[src/rtl/hilo_md_ctrl.sv]
// hilo_md_ctrl: multi-cycle mul/div sequencer that owns the HI/LO pair.
// Define MD_FAST_MUL_EN for a single-cycle mult/multu datapath.
module hilo_md_ctrl #(
    parameter int WIDTH = 32
) (
    input  logic             clk,
    input  logic             rst,
    input  logic             flush,
    input  logic             md_start,
    input  logic [5:0]       md_op,
    input  logic [WIDTH-1:0] src1,
    input  logic [WIDTH-1:0] src2,
    output logic             stallreq,
    output logic             busy,
    output logic             md_done,
    output logic [WIDTH-1:0] hi_o,
    output logic [WIDTH-1:0] lo_o
);
    localparam int CW = $clog2(WIDTH) + 1;

`ifdef MD_FAST_MUL_EN
    typedef enum logic [1:0] {IDLE, DIV_RUN, DONE} state_t;
`else
    typedef enum logic [1:0] {IDLE, DIV_RUN, MUL_RUN, DONE} state_t;
`endif

    state_t state_q, state_d;
    logic [WIDTH-1:0] hi_q, hi_d, lo_q, lo_d;
    logic [WIDTH-1:0] rem_q, rem_d, quot_q, quot_d, dvs_q, dvs_d;
    logic [CW-1:0] cnt_q, cnt_d;
    logic qneg_q, qneg_d, rneg_q, rneg_d;

    logic op_ok, op_div, op_divu, op_mult, op_multu, op_mthi, op_mtlo;
    logic is_div, is_mul, sgn, s_neg, iter_req;
    logic [WIDTH-1:0] abs1, abs2;

    assign op_ok    = (md_op != '0) && ((md_op & (md_op - 6'd1)) == '0);
    assign op_div   = op_ok & md_op[5];
    assign op_divu  = op_ok & md_op[4];
    assign op_mult  = op_ok & md_op[3];
    assign op_multu = op_ok & md_op[2];
    assign op_mthi  = op_ok & md_op[1];
    assign op_mtlo  = op_ok & md_op[0];

    assign is_div = op_div | op_divu;
    assign is_mul = op_mult | op_multu;
    assign sgn    = op_div | op_mult;
    assign s_neg  = sgn & (src1[WIDTH-1] ^ src2[WIDTH-1]);
    assign abs1   = (sgn & src1[WIDTH-1]) ? -src1 : src1;
    assign abs2   = (sgn & src2[WIDTH-1]) ? -src2 : src2;

`ifdef MD_FAST_MUL_EN
    assign iter_req = is_div;
`else
    assign iter_req = is_div | is_mul;
`endif

    // Restoring divide step: {rem,quot} shifts left, quotient bits enter at LSB
    logic [WIDTH:0]   rem_sh, diff;
    logic [WIDTH-1:0] dstep_rem, dstep_quot;

    assign rem_sh     = {rem_q, quot_q[WIDTH-1]};
    assign diff       = rem_sh - {1'b0, dvs_q};
    assign dstep_rem  = diff[WIDTH] ? rem_sh[WIDTH-1:0] : diff[WIDTH-1:0];
    assign dstep_quot = {quot_q[WIDTH-2:0], ~diff[WIDTH]};

`ifdef MD_FAST_MUL_EN
    logic [2*WIDTH-1:0] fprod;
    assign fprod = {{WIDTH{1'b0}}, abs1} * {{WIDTH{1'b0}}, abs2};
`else
    // Shift-add multiply: {rem,quot} holds {partial, multiplier}, shifts right
    logic [WIDTH:0]     msum;
    logic [2*WIDTH-1:0] mstep;
    assign msum  = {1'b0, rem_q} + (quot_q[0] ? {1'b0, dvs_q} : '0);
    assign mstep = {msum, quot_q[WIDTH-1:1]};
`endif

    assign busy     = (state_q == DIV_RUN)
`ifndef MD_FAST_MUL_EN
                    | (state_q == MUL_RUN)
`endif
                    ;
    assign md_done  = (state_q == DONE);
    assign stallreq = rst & (((state_q == IDLE) & md_start & iter_req & ~flush)
                    | busy);
    assign hi_o     = hi_q;
    assign lo_o     = lo_q;

    always_comb begin
        state_d = state_q;
        hi_d    = hi_q;
        lo_d    = lo_q;
        rem_d   = rem_q;
        quot_d  = quot_q;
        dvs_d   = dvs_q;
        cnt_d   = cnt_q;
        qneg_d  = qneg_q;
        rneg_d  = rneg_q;
        unique case (state_q)
            IDLE: begin
                if (md_start && !flush) begin
                    unique case (1'b1)
                        is_div: begin
                            rem_d   = '0;
                            quot_d  = abs1;
                            dvs_d   = abs2;
                            cnt_d   = '0;
                            qneg_d  = s_neg & (src2 != '0);
                            rneg_d  = sgn & src1[WIDTH-1];
                            state_d = DIV_RUN;
                        end
                        is_mul: begin
`ifdef MD_FAST_MUL_EN
                            {hi_d, lo_d} = s_neg ? -fprod : fprod;
`else
                            rem_d   = '0;
                            quot_d  = abs2;
                            dvs_d   = abs1;
                            cnt_d   = '0;
                            qneg_d  = s_neg;
                            state_d = MUL_RUN;
`endif
                        end
                        op_mthi: hi_d = src1;
                        op_mtlo: lo_d = src1;
                        default: ;
                    endcase
                end
            end
            DIV_RUN: begin
                if (flush) begin
                    state_d = IDLE;
                end else begin
                    rem_d  = dstep_rem;
                    quot_d = dstep_quot;
                    cnt_d  = cnt_q + CW'(1);
                    if (cnt_q == CW'(WIDTH - 1)) begin
                        hi_d    = rneg_q ? -dstep_rem : dstep_rem;
                        lo_d    = qneg_q ? -dstep_quot : dstep_quot;
                        state_d = DONE;
                    end
                end
            end
`ifndef MD_FAST_MUL_EN
            MUL_RUN: begin
                if (flush) begin
                    state_d = IDLE;
                end else begin
                    rem_d  = mstep[2*WIDTH-1:WIDTH];
                    quot_d = mstep[WIDTH-1:0];
                    cnt_d  = cnt_q + CW'(1);
                    if (cnt_q == CW'(WIDTH - 1)) begin
                        {hi_d, lo_d} = qneg_q ? -mstep : mstep;
                        state_d      = DONE;
                    end
                end
            end
`endif
            DONE:    state_d = IDLE;
            default: state_d = IDLE;
        endcase
    end

    always_ff @(posedge clk or negedge rst) begin
        if (!rst) begin
            state_q <= IDLE;
            hi_q    <= '0;
            lo_q    <= '0;
            rem_q   <= '0;
            quot_q  <= '0;
            dvs_q   <= '0;
            cnt_q   <= '0;
            qneg_q  <= 1'b0;
            rneg_q  <= 1'b0;
        end else begin
            state_q <= state_d;
            hi_q    <= hi_d;
            lo_q    <= lo_d;
            rem_q   <= rem_d;
            quot_q  <= quot_d;
            dvs_q   <= dvs_d;
            cnt_q   <= cnt_d;
            qneg_q  <= qneg_d;
            rneg_q  <= rneg_d;
        end
    end
endmodule

[config.mk]
export PLATFORM = sky130hd
export DESIGN_NAME = hilo_md_ctrl
export DESIGN_NICKNAME = d
export VERILOG_FILES = /design/src/rtl/hilo_md_ctrl.sv
export SDC_FILE = /design/constraint.sdc
export NUM_CORES = 1
export LEC_CHECK = 0
export ABC_AREA = 1
export CORE_MARGIN = 5
export CORE_UTILIZATION = 25
export DETAILED_ROUTE_END_ITERATION = 16
export PLACE_DENSITY = 0.47
export RECOVER_POWER = 25
export SLEW_MARGIN = 5
export SYNTH_ARGS = -nofsm -noshare
export SYNTH_HDL_FRONTEND = slang
export SYNTH_SLANG_ARGS = --single-unit
[constraint.sdc]
create_clock -name clk -period 4 [get_ports clk]
set_clock_uncertainty 0.15 [all_clocks]
set_input_delay 1.2 -clock clk [delete_from_list [all_inputs] [get_ports clk]]
set_output_delay 1.2 -clock clk [all_outputs]
set_load 0.1 [all_outputs]
### After elaboration in Yosys (flattened, before gate mapping)

Cells that the tools add are included.

* register bits: 170
* input port bits: 74
* output and inout bits: 67

* add/subtract/negate cells: 9
* equality and inequality tests: 15
* multiplexer cells: 42
* bitwise gates (word level): 24
* reduce and logical (&&, ||, !) cells: 20

Operators with widths (count)
* $mux W32: 25
* $pmux W32 S3: 4
* $neg A32 Y32: 4
* $pmux W32 S2: 2
* $mux W64: 1
* $neg A64 Y64: 1
* $add A32 B32 Y33: 1
* $sub A33 B32 Y33: 1
* $reduce_bool A32 Y1: 1
* $mux W6: 3
* $and A1 B1 Y1: 14
* $reduce_and A7 Y1: 2
* $ne A2 B2 Y1 const B: 6
* $pmux W6 S2: 1
* $reduce_and A5 Y1: 2
* $reduce_and A3 Y1: 3
* $add A6 B1 Y6 const B: 1
* $and A6 B6 Y6: 1
* $eq A6 B5 Y1 const B: 1
* $logic_not A6 Y1: 1
* $mux W2: 3
* $ne A2 B1 Y1 const B: 3
* $or A1 B1 Y1: 6
* $pmux W2 S3: 1
* other kinds (17): 22

### Logic depth before layout (Yosys ltp)

* depth in word-level cells: 11
* depth in mapped cells: 30

### Least setup slack after synthesis

OpenSTA, ideal clock, no wires.

* path kind: input-to-output
* from: input port md_op[2]
* to: output port stallreq
* arrival: 3.520 ns
* path slack: -0.870 ns
* cell stages on the path: 12
* buffers on the path: 1
* path through: nor2_1 -> nand2_1 -> o21ai_0 -> nor3b_2 -> nand2_1 -> nor2_1 -> inv_2 -> nand2_1 -> inv_1 -> nor3_1 -> clkbuf_1 -> o21a_1

* word-level cells in the longest chain between the ends: 11

Ends and longest elaborated chain
* from (decl): RTL line 10 `input logic [5:0] md_op,`
* $sub A6 B1 Y6: RTL line 37 `assign op_ok = (md_op != '0) && ((md_op & (md_op - 6'd1)) == '0);`
* $and A6 B6 Y6: RTL line 37
* $logic_not A6 Y1: RTL line 37
* $logic_and A1 B1 Y1: RTL line 37
* $and A1 B1 Y1 (on tied branches)
* $or A1 B1 Y1 (on tied branches): RTL line 45, 46
* $or A1 B1 Y1 *: RTL line 55 `assign iter_req = is_div | is_mul;`
* $and A1 B1 Y1 * (2 in series): RTL line 84 `assign stallreq = rst & (((state_q == IDLE) & md_start & iter_req & ~flush)`
* $or A1 B1 Y1 *: RTL line 85 `| busy);`
* $and A1 B1 Y1 *: RTL line 84
* to (decl): RTL line 13 `output logic stallreq,`

Mark *: on every way between the ends. The rest lies on a longest branch, timed or not.

### Worst setup path in the final report

Same ends and word-level chain as after synthesis.

==> impl_summary.log <==
[metrics] count of state elements after synthesis: 170
[metrics] startpoint kind of the worst setup timing path: input port
[metrics] final cycle utilization of the critical path: 101.1%
[metrics] Ports: 141
[metrics] outcome: finished with violations
[metrics] initial antenna violation count: 2
[metrics] WHS Endpoint: cnt_q[5]$_DFFE_PN0P_
[metrics] area overhead of the layout relative to synthesis: 36.65%
[metrics] Total Routing Usage GR: 23.63%
[metrics] leakage component of the power: 13.78 nW
[metrics] nets in the synthesized netlist: 3582
[metrics] Detailed Route WL: 104.2 mm
[metrics] Net Sw Frac: 60.15%
[metrics] placeable core region: 78740 um^2
[metrics] R2R cell count: 18
[metrics] ratio of routed vias to standard cells: 4.938
[metrics] Clk Tree Root Cell: clkbuf_16
[metrics] part of the power in registers: 11.6%
[metrics] peak clock frequency supported by timing: 247.3 MHz
[metrics] type of element capturing the critical path: output port
[metrics] count of buffers from port buffering: 140
[metrics] routability cong.: 0.9851
[metrics] largest net degree at the start of global routing: 84
[metrics] Final Setup Violations: 1
[metrics] overflow left after global routing: 0
[metrics] proportion of layout cells with a drive suffix above 1: 21.83%
[metrics] Hold Buf Count CTS: 0
[metrics] crit path DAT: 2690 ps
[metrics] GR met3 Demand/Resource: 3.235%
[metrics] most numerous cell in the Yosys netlist: nand2_1
[metrics] clock buffer depth: 2
[metrics] most congested layer reported by global routing: met2
[metrics] internal cell power: 11.27 mW
[metrics] main area contributors after synthesis: dfrtp_1 22%, nand2_1 18%, inv_1 8.8%, nor2_1 8.4%, nand3_1 6.5%
[metrics] final worst setup slack: -43.04 ps
[metrics] number of global-route vias before repair: 23450
[metrics] post-synthesis async set-or-reset flop share: 100.0%
[metrics] clock tree from TritonCTS: yes
[metrics] cell type contributing the most total cell area after synthesis: dfrtp_1
[metrics] Pwr per Cell Area: 1046 nW/um^2
[metrics] Synth top area share: 21.52%
[metrics] average wire length per cell after detail routing: 20.79 um
[metrics] FF-to-FF setup slack: 150 ps
[metrics] Logic pwr share: 81.4%
[metrics] number of library cell types mapped by synthesis: 59
[metrics] total standard cell area after synthesis: 19770 um^2
[metrics] initial DRC count: 2330
[metrics] routed via count: 24750
[metrics] pin slew with the least headroom to its limit: 2206 ps
[metrics] count of flip-flops with a built-in enable after synthesis: 0
[metrics] first-pass GRT wire length: 151.6 mm
[metrics] Final HPWL DP: 86.74 mm
[metrics] Max Cap Viol: 2
[metrics] synthesized area per cell: 5.762 um^2
[metrics] number of H-tree levels: 4
[metrics] endpoints failing hold: 0
[metrics] Die W: 291.2 um
[metrics] flip-flop cell with the highest count after synthesis: dfrtp_1
[metrics] detailed-routing iteration count for the pre-antenna-repair pass: 7
[metrics] cts bufs inserted: 17
[metrics] total count of max-transition violations in the final report: 70
[metrics] effective utilization at floorplan: 25.11%
[metrics] Max rail drop VDD: 1165 uV
[metrics] reg-to-reg critical path endpoint: lo_o[23]$_DFFE_PN0P_
[metrics] Placed Cells: 4961
[metrics] top cells by count, synth: 955 x nand2_1, 464 x inv_1, 444 x nor2_1, 258 x nand3_1, 252 x o21ai_0
[metrics] number of nets with antenna violations after routing: 0
[metrics] Placement Rows: 103
[metrics] met1 Usage GRT: 32.05%
[metrics] Sw Pwr: 17.00 mW
[metrics] worst hold path cell count: 1
[metrics] Post-Syn Instances: 3431
[metrics] insertion delay of the later-clocked pin in the worst-skew pair: 510 ps
[metrics] largest fanout on the critical path: 3
[metrics] diode insertion count for antenna repair: 0
[metrics] required arrival time at the worst endpoint: 2650 ps
[metrics] Setup TNS Final: -43.04 ps
[metrics] violations in the final reports: max-capacitance violations, max-slew violations, negative setup slack
[metrics] worst min path class: register to register
[metrics] Num Clock Sinks: 170
[metrics] Vert. Die Dim: 291.2 um
[metrics] drc violations: 0
[metrics] clock period minus worst slack: 4043 ps
[metrics] worst setup path category: input port to output port
[metrics] Ys Warns: 0
[metrics] net total in the final layout: 4102
[metrics] sequential share of the synthesized area: 21.52%
[metrics] clock network fraction of total power: 7.0%
[metrics] start of the worst register-to-register path: dvs_q[27]$_DFFE_PN0P_
[metrics] hold slack: 326.2 ps
[metrics] relative slew slack: -47.06%
[metrics] unrepaired setup endpoints after global routing: yes
[metrics] Worst-path clk slew: 70 ps
[metrics] beginning of the worst hold path: cnt_q[5]$_DFFE_PN0P_
[metrics] DIE AREA: 84810 um^2
[metrics] non-filler cells in the finished layout: 5013
[metrics] routing usage on met2: 39.22%
[metrics] Filler cells: 8883
==> how the worst max path moves through the flow <==
stage	startpoint	end	slack, ps	cells past startpoint
floorplan	md_op[3]	stallreq	-190	12
global placement	md_op[3]	stallreq	-640	13
global route	md_op[2]	stallreq	-170	13
CTS	md_op[0]	stallreq	-40	13
detailed placement	md_op[3]	stallreq	-630	13
finish	md_op[2]	stallreq	-40	13
==> cells by family after synthesis <==
kind of cell	Yosys count	synth area share (%)
flip-flops	170	21.52
adder cells (fa/ha/maj)	77	4.949
AO/OA/AOI/OAI	636	18.31
buffers and inverters	609	12.02
AND/OR/NAND/NOR	1848	39.17
XOR/XNOR	91	4.031
==> timing repair <==
item / 4_1_cts / 5_1_grt
cloned: 0 / 1
endpoints found under the setup margin: 19 / 57
pin swaps: 10 / 41
setup buffers: 5 / 15
gates resized for setup: 56 / 195
==> state kept, by name, indices dropped and copies added (netlist names) <==
name / flops
cnt_q: 6
dvs_q: 32
state_q: 2
rneg_q: 1
lo_o: 32
quot_q: 32
rem_q: 32
hi_o: 32
qneg_q: 1
==> critical path, stage by stage <==
cell and delay (ps):
buf_6 100, nor2_4 120, nand2_2 70, o21ai_2 130, nor3b_4 240, nand2_2 100, nor2_4 100, inv_2 40
nand2_2 50, inv_2 50, nor3_4 150, o21a_4 170, buf_12 160
==> per-layer routing <==
metal  routed length [um]  up-vias
met2                47940      776
met4                 3573        2
met3                 6110      131
met1                46610    11670
met5                   12        -
li1                     -    12180
==> metrics by stage <==
step                power [mW]  instance area, um^2  setup slack [ps]  utilization, %
floorplan                15.88                19810            -190.6               -
detailed placement       25.07                25440            -626.2           32.30
global placement         25.03                25440            -644.1           32.30
finish                   28.27                27020            -43.04           34.31
global route             30.16                27020            -171.2           34.31
CTS                      27.19                26200            -41.18           33.27
==> power by group through the flow <==
| stage | Sequential [mW] | Clock, mW | Combinational (mW) |
|---|---|---|---|
| 3_5_place_dp | 3.29 | 0 | 21.8 |
| 5_1_grt | 3.38 | 2.07 | 24.7 |
| 4_1_cts | 3.26 | 2.02 | 21.9 |
| 3_3_place_gp | 3.28 | 0 | 21.8 |
| 2_1_floorplan | 5.38 | 0 | 10.5 |
| 6_report | 3.29 | 1.98 | 23.0 |
==> area by class of cell <==
cell class	instances	area (um^2)	area share [%]
clock buffer	20	466.7	1.727
clock inverter	11	182.7	0.6762
inverter	476	1787	6.614
multi-input combinational	2652	13930	51.55
sequential	170	4258	15.76
tap	1050	1314	4.863
timing repair buffer	634	5082	18.81
==> layout by cell type (no fill, tap or decap), drive strengths merged, types with 6 or more instances in the layout <==
master / Yosys / layout
nand2: 993 / 993
buf: 32 / 562
inv: 474 / 478
nor2: 459 / 459
o21ai: 270 / 270
nand3: 260 / 260
dfrtp: 170 / 170
a21oi: 163 / 163
o22ai: 86 / 86
ha: 75 / 75
xor2: 66 / 66
clkdlybuf4s50: 0 / 65
nor3: 55 / 55
a31oi: 44 / 44
nand4: 40 / 40
xnor2: 25 / 25
clkbuf: 101 / 25
nand3b: 12 / 12
o221ai: 12 / 12
or2: 10 / 10
o21bai: 9 / 9
nor4: 8 / 8
o21a: 7 / 7
a21boi: 7 / 7
a21o: 6 / 6
o2111ai: 6 / 6
o211ai: 6 / 6
Note: power is estimated with default switching activity, not from simulation.
